<file path="src/rtl/stair_lamp_ctrl_pkg.sv">
// Shared definitions for the stairwell lamp sequencer: FSM state codes and
// counter-width helpers used to size timers from their cycle parameters.
package stair_lamp_ctrl_pkg;

    typedef enum logic [1:0] {
        ST_OFF  = 2'd0,
        ST_ON   = 2'd1,
        ST_WARN = 2'd2,
        ST_HOLD = 2'd3
    } lamp_state_t;

    // Bits needed to hold values 0..n-1, never less than one.
    function automatic int unsigned cnt_width(input int unsigned n);
        return (n < 2) ? 1 : $clog2(n);
    endfunction

    function automatic int unsigned max_u(input int unsigned a, input int unsigned b);
        return (a > b) ? a : b;
    endfunction

endpackage

</file>
<file path="src/rtl/stair_lamp_ctrl_sw_debounce.sv">
// Wall-switch front end: per-bit 2-FF synchroniser, parity of all switches,
// debounce of that parity, and a one-cycle pulse per accepted parity change.
module sw_debounce
    import stair_lamp_ctrl_pkg::*;
#(
    parameter int unsigned NSW     = 3,
    parameter int unsigned DEB_CYC = 500000
) (
    input  logic           clk,
    input  logic           rst_n,
    input  logic [NSW-1:0] sw,
    output logic           trig
);

    localparam int unsigned     CW       = cnt_width(DEB_CYC);
    localparam logic [CW-1:0]   CNT_LAST = CW'(DEB_CYC - 1);

    logic [NSW-1:0] sync1;
    logic [NSW-1:0] sync2;
    logic [1:0]     fill;
    logic           p;
    logic           cand;
    logic           cand_vld;
    logic           p_deb;
    logic           init_done;
    logic [CW-1:0]  cnt;

    assign p = ^sync2;

    // NOTE: every register here uses <= so all of them sample pre-edge values,
    // which is what makes sync1 -> sync2 a two-stage chain rather than one wire.
    always_ff @(posedge clk or negedge rst_n) begin
        if (!rst_n) begin
            sync1     <= '0;
            sync2     <= '0;
            fill      <= '0;
            cand      <= 1'b0;
            cand_vld  <= 1'b0;
            p_deb     <= 1'b0;
            init_done <= 1'b0;
            cnt       <= '0;
            trig      <= 1'b0;
        end else begin
            sync1 <= sw;
            sync2 <= sync1;
            fill  <= {fill[0], 1'b1};
            trig  <= 1'b0;
            // Parity is meaningless until the synchroniser has filled after reset.
            if (!fill[1]) begin
                cand_vld <= 1'b0;
                cnt      <= '0;
            end else if (!cand_vld || (p != cand)) begin
                cand     <= p;
                cand_vld <= 1'b1;
                cnt      <= '0;
            end else if (cnt != CNT_LAST) begin
                cnt <= cnt + CW'(1);
            end else if (!init_done) begin
                // First settled level only seeds the reference; it is not a toggle.
                init_done <= 1'b1;
                p_deb     <= cand;
            end else if (p_deb != cand) begin
                p_deb <= cand;
                trig  <= 1'b1;
            end
        end
    end

endmodule

</file>
<file path="src/rtl/stair_lamp_ctrl.sv">
// Stairwell lamp sequencer: OFF -> ON -> WARN (blink + chirp) -> OFF, retriggered
// by any wall-switch toggle, with a maintenance hold. Lamp and buzzer active-low.
module stair_lamp_ctrl
    import stair_lamp_ctrl_pkg::*;
#(
    parameter int unsigned NSW        = 3,
    parameter int unsigned DEB_CYC    = 500000,
    parameter int unsigned ON_CYC     = 28'hFFFFFFF,
    parameter int unsigned WARN_CYC   = 50000000,
    parameter int unsigned BLINK_HALF = 12500000,
    parameter int unsigned BEEP_CYC   = 5000000
) (
    input  logic           clk,
    input  logic           rst_n,
    input  logic [NSW-1:0] sw,
    input  logic           force_on,
    output logic           lamp_n,
    output logic           buzzer_n,
    output logic [1:0]     state,
    output logic           trig
);

    localparam int unsigned   TW          = cnt_width(max_u(ON_CYC, WARN_CYC));
    localparam logic [TW-1:0] ON_RELOAD   = TW'(ON_CYC - 1);
    localparam logic [TW-1:0] WARN_RELOAD = TW'(WARN_CYC - 1);
    localparam int unsigned   BW          = cnt_width(BLINK_HALF);
    localparam logic [BW-1:0] BLINK_LAST  = BW'(BLINK_HALF - 1);
    localparam int unsigned   EW          = cnt_width(BEEP_CYC + 1);
    localparam logic [EW-1:0] BEEP_LEN    = EW'(BEEP_CYC);

    lamp_state_t   cur_st;
    lamp_state_t   nxt_st;
    logic [TW-1:0] tmr;
    logic [TW-1:0] tmr_nxt;
    logic [BW-1:0] blink_cnt;
    logic [BW-1:0] blink_cnt_nxt;
    logic          blink_ph;
    logic          blink_ph_nxt;
    logic [EW-1:0] beep_cnt;
    logic [EW-1:0] beep_cnt_nxt;
    logic          lamp_on_nxt;
    logic          buzz_on_nxt;

    sw_debounce #(
        .NSW     (NSW),
        .DEB_CYC (DEB_CYC)
    ) u_sw_debounce (
        .clk   (clk),
        .rst_n (rst_n),
        .sw    (sw),
        .trig  (trig)
    );

    assign state = cur_st;

    // Drives are registered from the next-state values so they change on the
    // same edge as the state and have no combinational path from the inputs.
    always_ff @(posedge clk or negedge rst_n) begin
        if (!rst_n) begin
            cur_st    <= ST_OFF;
            tmr       <= '0;
            blink_cnt <= '0;
            blink_ph  <= 1'b0;
            beep_cnt  <= '0;
            lamp_n    <= 1'b1;
            buzzer_n  <= 1'b1;
        end else begin
            cur_st    <= nxt_st;
            tmr       <= tmr_nxt;
            blink_cnt <= blink_cnt_nxt;
            blink_ph  <= blink_ph_nxt;
            beep_cnt  <= beep_cnt_nxt;
            lamp_n    <= ~lamp_on_nxt;
            buzzer_n  <= ~buzz_on_nxt;
        end
    end

    // NOTE: both outputs get a default before the case so no path leaves them
    // unassigned, which would otherwise infer a latch.
    always_comb begin
        nxt_st  = cur_st;
        tmr_nxt = tmr;
        if (force_on) begin
            nxt_st = ST_HOLD;
        end else begin
            unique case (cur_st)
                ST_OFF: begin
                    if (trig) begin
                        nxt_st  = ST_ON;
                        tmr_nxt = ON_RELOAD;
                    end
                end
                ST_ON: begin
                    if (trig) begin
                        tmr_nxt = ON_RELOAD;
                    end else if (tmr == '0) begin
                        nxt_st  = ST_WARN;
                        tmr_nxt = WARN_RELOAD;
                    end else begin
                        tmr_nxt = tmr - TW'(1);
                    end
                end
                ST_WARN: begin
                    if (trig) begin
                        nxt_st  = ST_ON;
                        tmr_nxt = ON_RELOAD;
                    end else if (tmr == '0) begin
                        nxt_st = ST_OFF;
                    end else begin
                        tmr_nxt = tmr - TW'(1);
                    end
                end
                ST_HOLD: begin
                    // Leaving maintenance always restarts a full on period; trig is dropped.
                    nxt_st  = ST_ON;
                    tmr_nxt = ON_RELOAD;
                end
                default: nxt_st = ST_OFF;
            endcase
        end
    end

    always_comb begin
        blink_cnt_nxt = '0;
        blink_ph_nxt  = 1'b0;
        beep_cnt_nxt  = '0;
        if ((nxt_st == ST_WARN) && (cur_st == ST_WARN)) begin
            if (blink_cnt == BLINK_LAST) begin
                blink_ph_nxt = ~blink_ph;
            end else begin
                blink_cnt_nxt = blink_cnt + BW'(1);
                blink_ph_nxt  = blink_ph;
            end
            beep_cnt_nxt = (beep_cnt == BEEP_LEN) ? beep_cnt : beep_cnt + EW'(1);
        end
        lamp_on_nxt = (nxt_st == ST_ON) || (nxt_st == ST_HOLD) ||
                      ((nxt_st == ST_WARN) && !blink_ph_nxt);
        buzz_on_nxt = (nxt_st == ST_WARN) && (beep_cnt_nxt < BEEP_LEN);
    end

endmodule
</file>
<file path="config.mk">
export PLATFORM = sky130hd
export DESIGN_NAME = stair_lamp_ctrl
export DESIGN_NICKNAME = d
export VERILOG_FILES = /design/src/rtl/stair_lamp_ctrl_pkg.sv /design/src/rtl/stair_lamp_ctrl_sw_debounce.sv /design/src/rtl/stair_lamp_ctrl.sv
export SDC_FILE = /design/constraint.sdc
export NUM_CORES = 1
export LEC_CHECK = 0
export CAP_MARGIN = 20
export CORE_MARGIN = 2
export CORE_UTILIZATION = 45
export CTS_BUF_LIST = sky130_fd_sc_hd__clkbuf_8
export DETAILED_ROUTE_END_ITERATION = 7
export HOLD_SLACK_MARGIN = 0.02
export PLACE_DENSITY_LB_ADDON = 0.25
export SLEW_MARGIN = 20
export SYNTH_ARGS = -nofsm -noshare
export SYNTH_HDL_FRONTEND = slang
export SYNTH_SLANG_ARGS = --single-unit
</file>
<file path="constraint.sdc">
create_clock -name clk -period 3.2 [get_ports clk]
set_input_delay 0.64 -clock clk [delete_from_list [all_inputs] [get_ports clk]]
set_output_delay 0.64 -clock clk [all_outputs]
set_load 0.02 [all_outputs]
</file>
[After elaboration in Yosys (flattened, before gate mapping)]
Index checks and enable logic that the tools add are counted.
Storage, ports and cells
  register bits after elaboration: 112
  bits in latches: 0
  bits in writable memories: 0
  bits in read-only memories: 0
  output and inout bits: 5
  memories: 0
Operators by class
  add/sub/neg operators: 4
  $mul: 0
  divide/modulo/power cells: 0
  order comparisons: 1
  equality and inequality tests: 16
  shifts and indexed selects: 0
  multiplexer cells: 31
  bitwise logic cells: 6
  reductions and logical operators: 15
Operators by type and width (count)
  $mux 28: 5
  $pmux 28 s4: 1
  $mux 19: 3
  $mux 24: 2
  $mux 23: 2
  $logic_not 28->1: 1
  $sub 28x1->28 const B: 1
  $add 24x1->24 const B: 1
  $eq 24x24->1 const B: 1
  $add 23x1->23 const B: 1
  $eq 23x23->1 const B: 1
  $lt 23x23->1 const B: 1
  $add 19x1->19 const B: 1
  $ne 19x19->1 const B: 1
  $mux 2: 6
  $mux 1: 11
  $eq 2x2->1 const B: 4
  $pmux 2 s4: 1
  $not 1->1: 6
  $reduce_and 3->1: 2
  $eq 2x1->1 const B: 2
  $ne 2x2->1 const B: 2
  $reduce_and 4->1: 1
  $logic_and 1x1->1: 3
  other kinds (9): 13

[Logic depth before layout (Yosys ltp)]
  word-level depth: 12
  mapped depth: 13
  gate-level depth less buffers: 9

[Modules after synthesis]
A second synthesis with hierarchy kept.
Unflattened totals
  cell total of the unflattened synthesis: 697
  area total of the unflattened synthesis: 6378.6 µm²
By module, submodules not included
  stair_lamp_ctrl: times used 1, cells an instance 548, area an instance 4805.9 µm², seq. area each 2004.4 µm²
  sw_debounce: times used 1, cells an instance 149, area an instance 1572.8 µm², seq. area each 800.8 µm²

[Worst setup path before layout]
OpenSTA, ideal clock, no wires.
  kind: reg-to-reg
  start point: register tmr[22]
  end point: register blink_cnt[21]
  library setup time: 0.068 ns
  arrival time: 2.886 ns
  data required time: 3.132 ns
  path slack: 0.246 ns
  cell stages (with the launch flop): 12
  cell sequence: dfrtp_1 -> or4_4 -> nor3_2 -> and3_1 -> clkbuf_1 -> mux2i_1 -> or3b_1 -> buf_2 -> or2_1 -> buf_6 -> buf_8 -> nor2_4
On the way
  cells in the longest elaborated chain, start to end: 8
Ends and longest elaborated chain
  start: declaration: RTL line stair_lamp_ctrl.sv:33  | logic [TW-1:0] tmr;
  start signal: assignment: RTL line stair_lamp_ctrl.sv:69  | tmr <= tmr_nxt;
  $logic_not 28->1 *: RTL line stair_lamp_ctrl.sv:96, stair_lamp_ctrl.sv:107
  $mux 2, on equally long branches: RTL line stair_lamp_ctrl.sv:107, stair_lamp_ctrl.sv:96
  $mux 2, on equally long branches: RTL line stair_lamp_ctrl.sv:104, stair_lamp_ctrl.sv:94
  $pmux 2 s4 *: RTL line stair_lamp_ctrl.sv:86  | unique case (cur_st)
  $mux 2 *: RTL line stair_lamp_ctrl.sv:83  | if (force_on) begin
  net nxt_st[1]: RTL line stair_lamp_ctrl.sv:32  | lamp_state_t nxt_st;
  $eq 2x2->1 *: RTL line stair_lamp_ctrl.sv:127  | if ((nxt_st == ST_WARN) && (cur_st == ST_WARN)) begin
  $logic_and 1x1->1 *: RTL line stair_lamp_ctrl.sv:127
  $mux 24 *: RTL line stair_lamp_ctrl.sv:127
  net blink_cnt_nxt[21]: RTL line stair_lamp_ctrl.sv:36  | logic [BW-1:0] blink_cnt_nxt;
  end signal: assignment: RTL line stair_lamp_ctrl.sv:70  | blink_cnt <= blink_cnt_nxt;
  end: declaration: RTL line stair_lamp_ctrl.sv:35  | logic [BW-1:0] blink_cnt;
Mark *: on every way through the listed nets, which the timed path passes. The rest lies on a longest branch.
A chain may end at the register's enable or synchronous reset.

[Final worst setup path]
  start point: register tmr[19]
  end point: register blink_cnt[23]
The elaborated chain is that of the path after synthesis.

==> results.toml <==
[synth]
synth_nets = 682
syn_area_sq_um = 6260
yosys_warnings = 0
avgSynthCellArea_sq_um = 9.41
syn_inst = 665
synth-edff-count = 0
ys_ff_latch = 112
ys.flop_type = "dfrtp_1"
async_flop_share = 1.00
ys_seq_area_frac = 0.448
ys_types = 69

[grt]
antenna_found_initial = 0
grt_max_degree = 81
grt_first_pass_wirelength_mm = 22.3
grt_pass1_vias = 4785
globalRoute.totalOverflow = 0
track_usage = 0.187

[pwr]
leakagePower_uw = 0.00258
powerDensity_nw_per_um2 = 563
peakVddDrop_mv = 0.287

[die]
die_height_microns = 122
die-area_sq_um = 14900
io_pins = 11
coreArea_sq_um = 13700
initial_utilization = 0.456
die_width_microns = 122
rows = 43

[timing]
tns_ns = 0
max_slew_margin = 0.624
setup_viol = 0
finalCriticalPeriod_ns = 3.03
hold_violations = 0
drv_slew = 0
fmax_ghz = 0.330
rsz0062_at_grt = "no"
timing.hold.ws_ns = 0.183
worst_pin_slew_ns = 0.563
clock_skew_ns = 0.0163
period_share = 0.947

[clock_tree]
cts_tree = "built"
clk_latency_ns = 0.39
cts_setup_buffers = 0
post_cts_resized = 0
clock_sinks = 112
h-tree-depth = 3
clock_path_buffers = 2
numCtsBuffers = 9
clk_pin_slew_ns = 0.11
hold_buffers = 0
cts-root-buf = "clkbuf_8"

[hold_path]
hp-class = "in -> async"

[drt]
viasPerCell = 5.72
drc = 0
dr.pass1.iters = 5
wl_met2_mm = 6.52
wl_mm = 12.9
top_layer = "met4"
vias = 4896
dr_wl_met3_microns = 455
wl_met1_mm = 5.85
wl_per_cell_microns = 15.1
dr.first_iter.drc_count = 452
drtAntennaViolNets = 0

[placement]
hpwl_mm = 9.00
place_congestion = 0.881
dp_cells = 840
numPortBuffers = 10

[final_layout]
diodes = 0
ff_latch_area_sq_um = 2810
drive_above_1_share = 0.112
multi_input_area_sq_um = 3240
syn_to_final_growth_pct = 8.47
fillers = 1317
final_util = 0.495
layout.cells.non_filler = 856
fin_nets = 688

[critical_path]
cpLargestDelayFamily = "simple AND/OR/NAND/NOR gates"
critical_path.max_stage_delay_ns = 0.59
path_depth = 8
cp_max_fo = 23
worst_ep_arrival_time_ns = 3.34
required_ns = 3.51
critPathBufInv = 1
cp_cell_sequence = "or4_4, nor3_2, and3_1, mux2i_1, or3b_1, or2_2, buf_12, nor2_1"
crit_path_end_kind = "flop"
cp_slowest_cell = "or4_4"
r2r_cells = 8
worstSetupStartpointType = "flop"
path_class = "reg -> reg"

[outcome]
outcome = "completed"

[flow_run]
drv_cap = 0
[synth_stat cells (10+ instances only)]
library cell	count	area, sq um
a21oi_1	49	245
a31oi_1	14	87.6
and3_1	15	93.8
clkbuf_1	26	97.6
dfrtp_1	110	2750
ha_1	11	138
inv_1	17	63.8
nand2_1	37	139
nand3_1	30	150
nand4_1	22	138
nor2_1	92	345
nor2_4	18	203
nor3_1	20	100
o21ai_0	16	80.1
o22a_1	10	87.6
xnor2_1	27	236
xor2_1	35	307
[power breakdown]
group,internal [uW],switching (uW),total (uW)
Sequential,1610,251,1860
Combinational,474,604,1080
Clock,404,487,891
Total,2480,1340,3830
[sequential cells by signal, summed over array words and instances (netlist names), 2 cells and up]
signal               flops
state                    2
blink_cnt               24
beep_cnt                23
u_sw_debounce.cnt       19
tmr                     28
u_sw_debounce.fill       2
u_sw_debounce.sync2      3
u_sw_debounce.sync1      3
[logic make-up after synthesis]
kind of cell / synth area share
flip-flops: 0.448
buffers and inverters: 0.0354
adder cells (fa/ha/maj): 0.0220
XOR/XNOR: 0.0903
other: 0.000599
multiplexers: 0.00999
AND/OR/NAND/NOR: 0.256
AO/OA/AOI/OAI: 0.138
[metrics by stage]
| step | setup slack (ns) | total power (uW) | area [sq um] |
|---|---|---|---|
| 3_5_place_dp | 0.235 | 2940 | 6580 |
| 6_report | 0.169 | 3830 | 6790 |
| 4_1_cts | 0.169 | 3840 | 6780 |
| 3_3_place_gp | 0.305 | 2900 | 6580 |
| 2_1_floorplan | 0.246 | 2580 | 6260 |
| 5_1_grt | 0.0421 | 4070 | 6790 |
[metal layers]
metal | global-route usage | vias to the layer above
li1 | - | 2373
met5 | 0 | -
met4 | 0.0445 | 0
met3 | 0.0454 | 5
met1 | 0.241 | 2435
met2 | 0.317 | 83
[worst register-to-register path: stages (launching register included)]
cell and delay, ns:
dfrtp_1 0.46, or4_4 0.59, nor3_2 0.19, and3_1 0.30, mux2i_1 0.35, or3b_1 0.41
or2_2 0.33, buf_12 0.20, nor2_1 0.13
[layout by cell type, fill, tap and decap left out, types with 3 or more instances in the layout]
cell type        instances
ha_1                    11
nor3_1                  20
nor4_2                   3
mux2i_1                  4
nand4_1                 22
nor2b_1                  7
nor4b_1                  3
nor4_1                   7
buf_4                   16
nor2_4                  18
xor2_1                  35
a31oi_1                 14
xnor2_1                 27
o22a_1                  10
dfrtp_1                110
a31o_2                   5
nor3b_1                  3
clkdlybuf4s50_1          9
o21ai_0                 16
nand2_1                 37
or3_1                    3
o41ai_1                  5
and4_1                   4
a21oi_1                 49
o31ai_1                  7
and3_1                  15
nand2b_1                 6
or4_1                    5
inv_1                   18
or2_2                    4
nor2_1                  92
o31a_1                   4
nand3_1                 30
clkbuf_8                11
[final timing paths]
kind	end	slack (ns)	startpoint
max reg2reg	blink_cnt[23]	0.17	tmr[19]
min in group clk	u_sw_debounce.fill[1]	0.36	u_sw_debounce.fill[0]
min reg2reg	u_sw_debounce.fill[1]	0.36	u_sw_debounce.fill[0]
min	tmr[16]	0.18	rst_n
max in group asynchronous	lamp_n	2.23	rst_n
max	blink_cnt[23]	0.17	tmr[19]
[final cells by class]
cell class,instances,share of cell area
Clock buffer,11,0.0223
Clock inverter,5,0.00811
Timing Repair Buffer,27,0.0369
Sequential cell,112,0.413
Multi-Input combinational cell,504,0.477
Tap cell,180,0.0332
Inverter,17,0.00940
No activity file was read; power rests on OpenSTA's default activity.
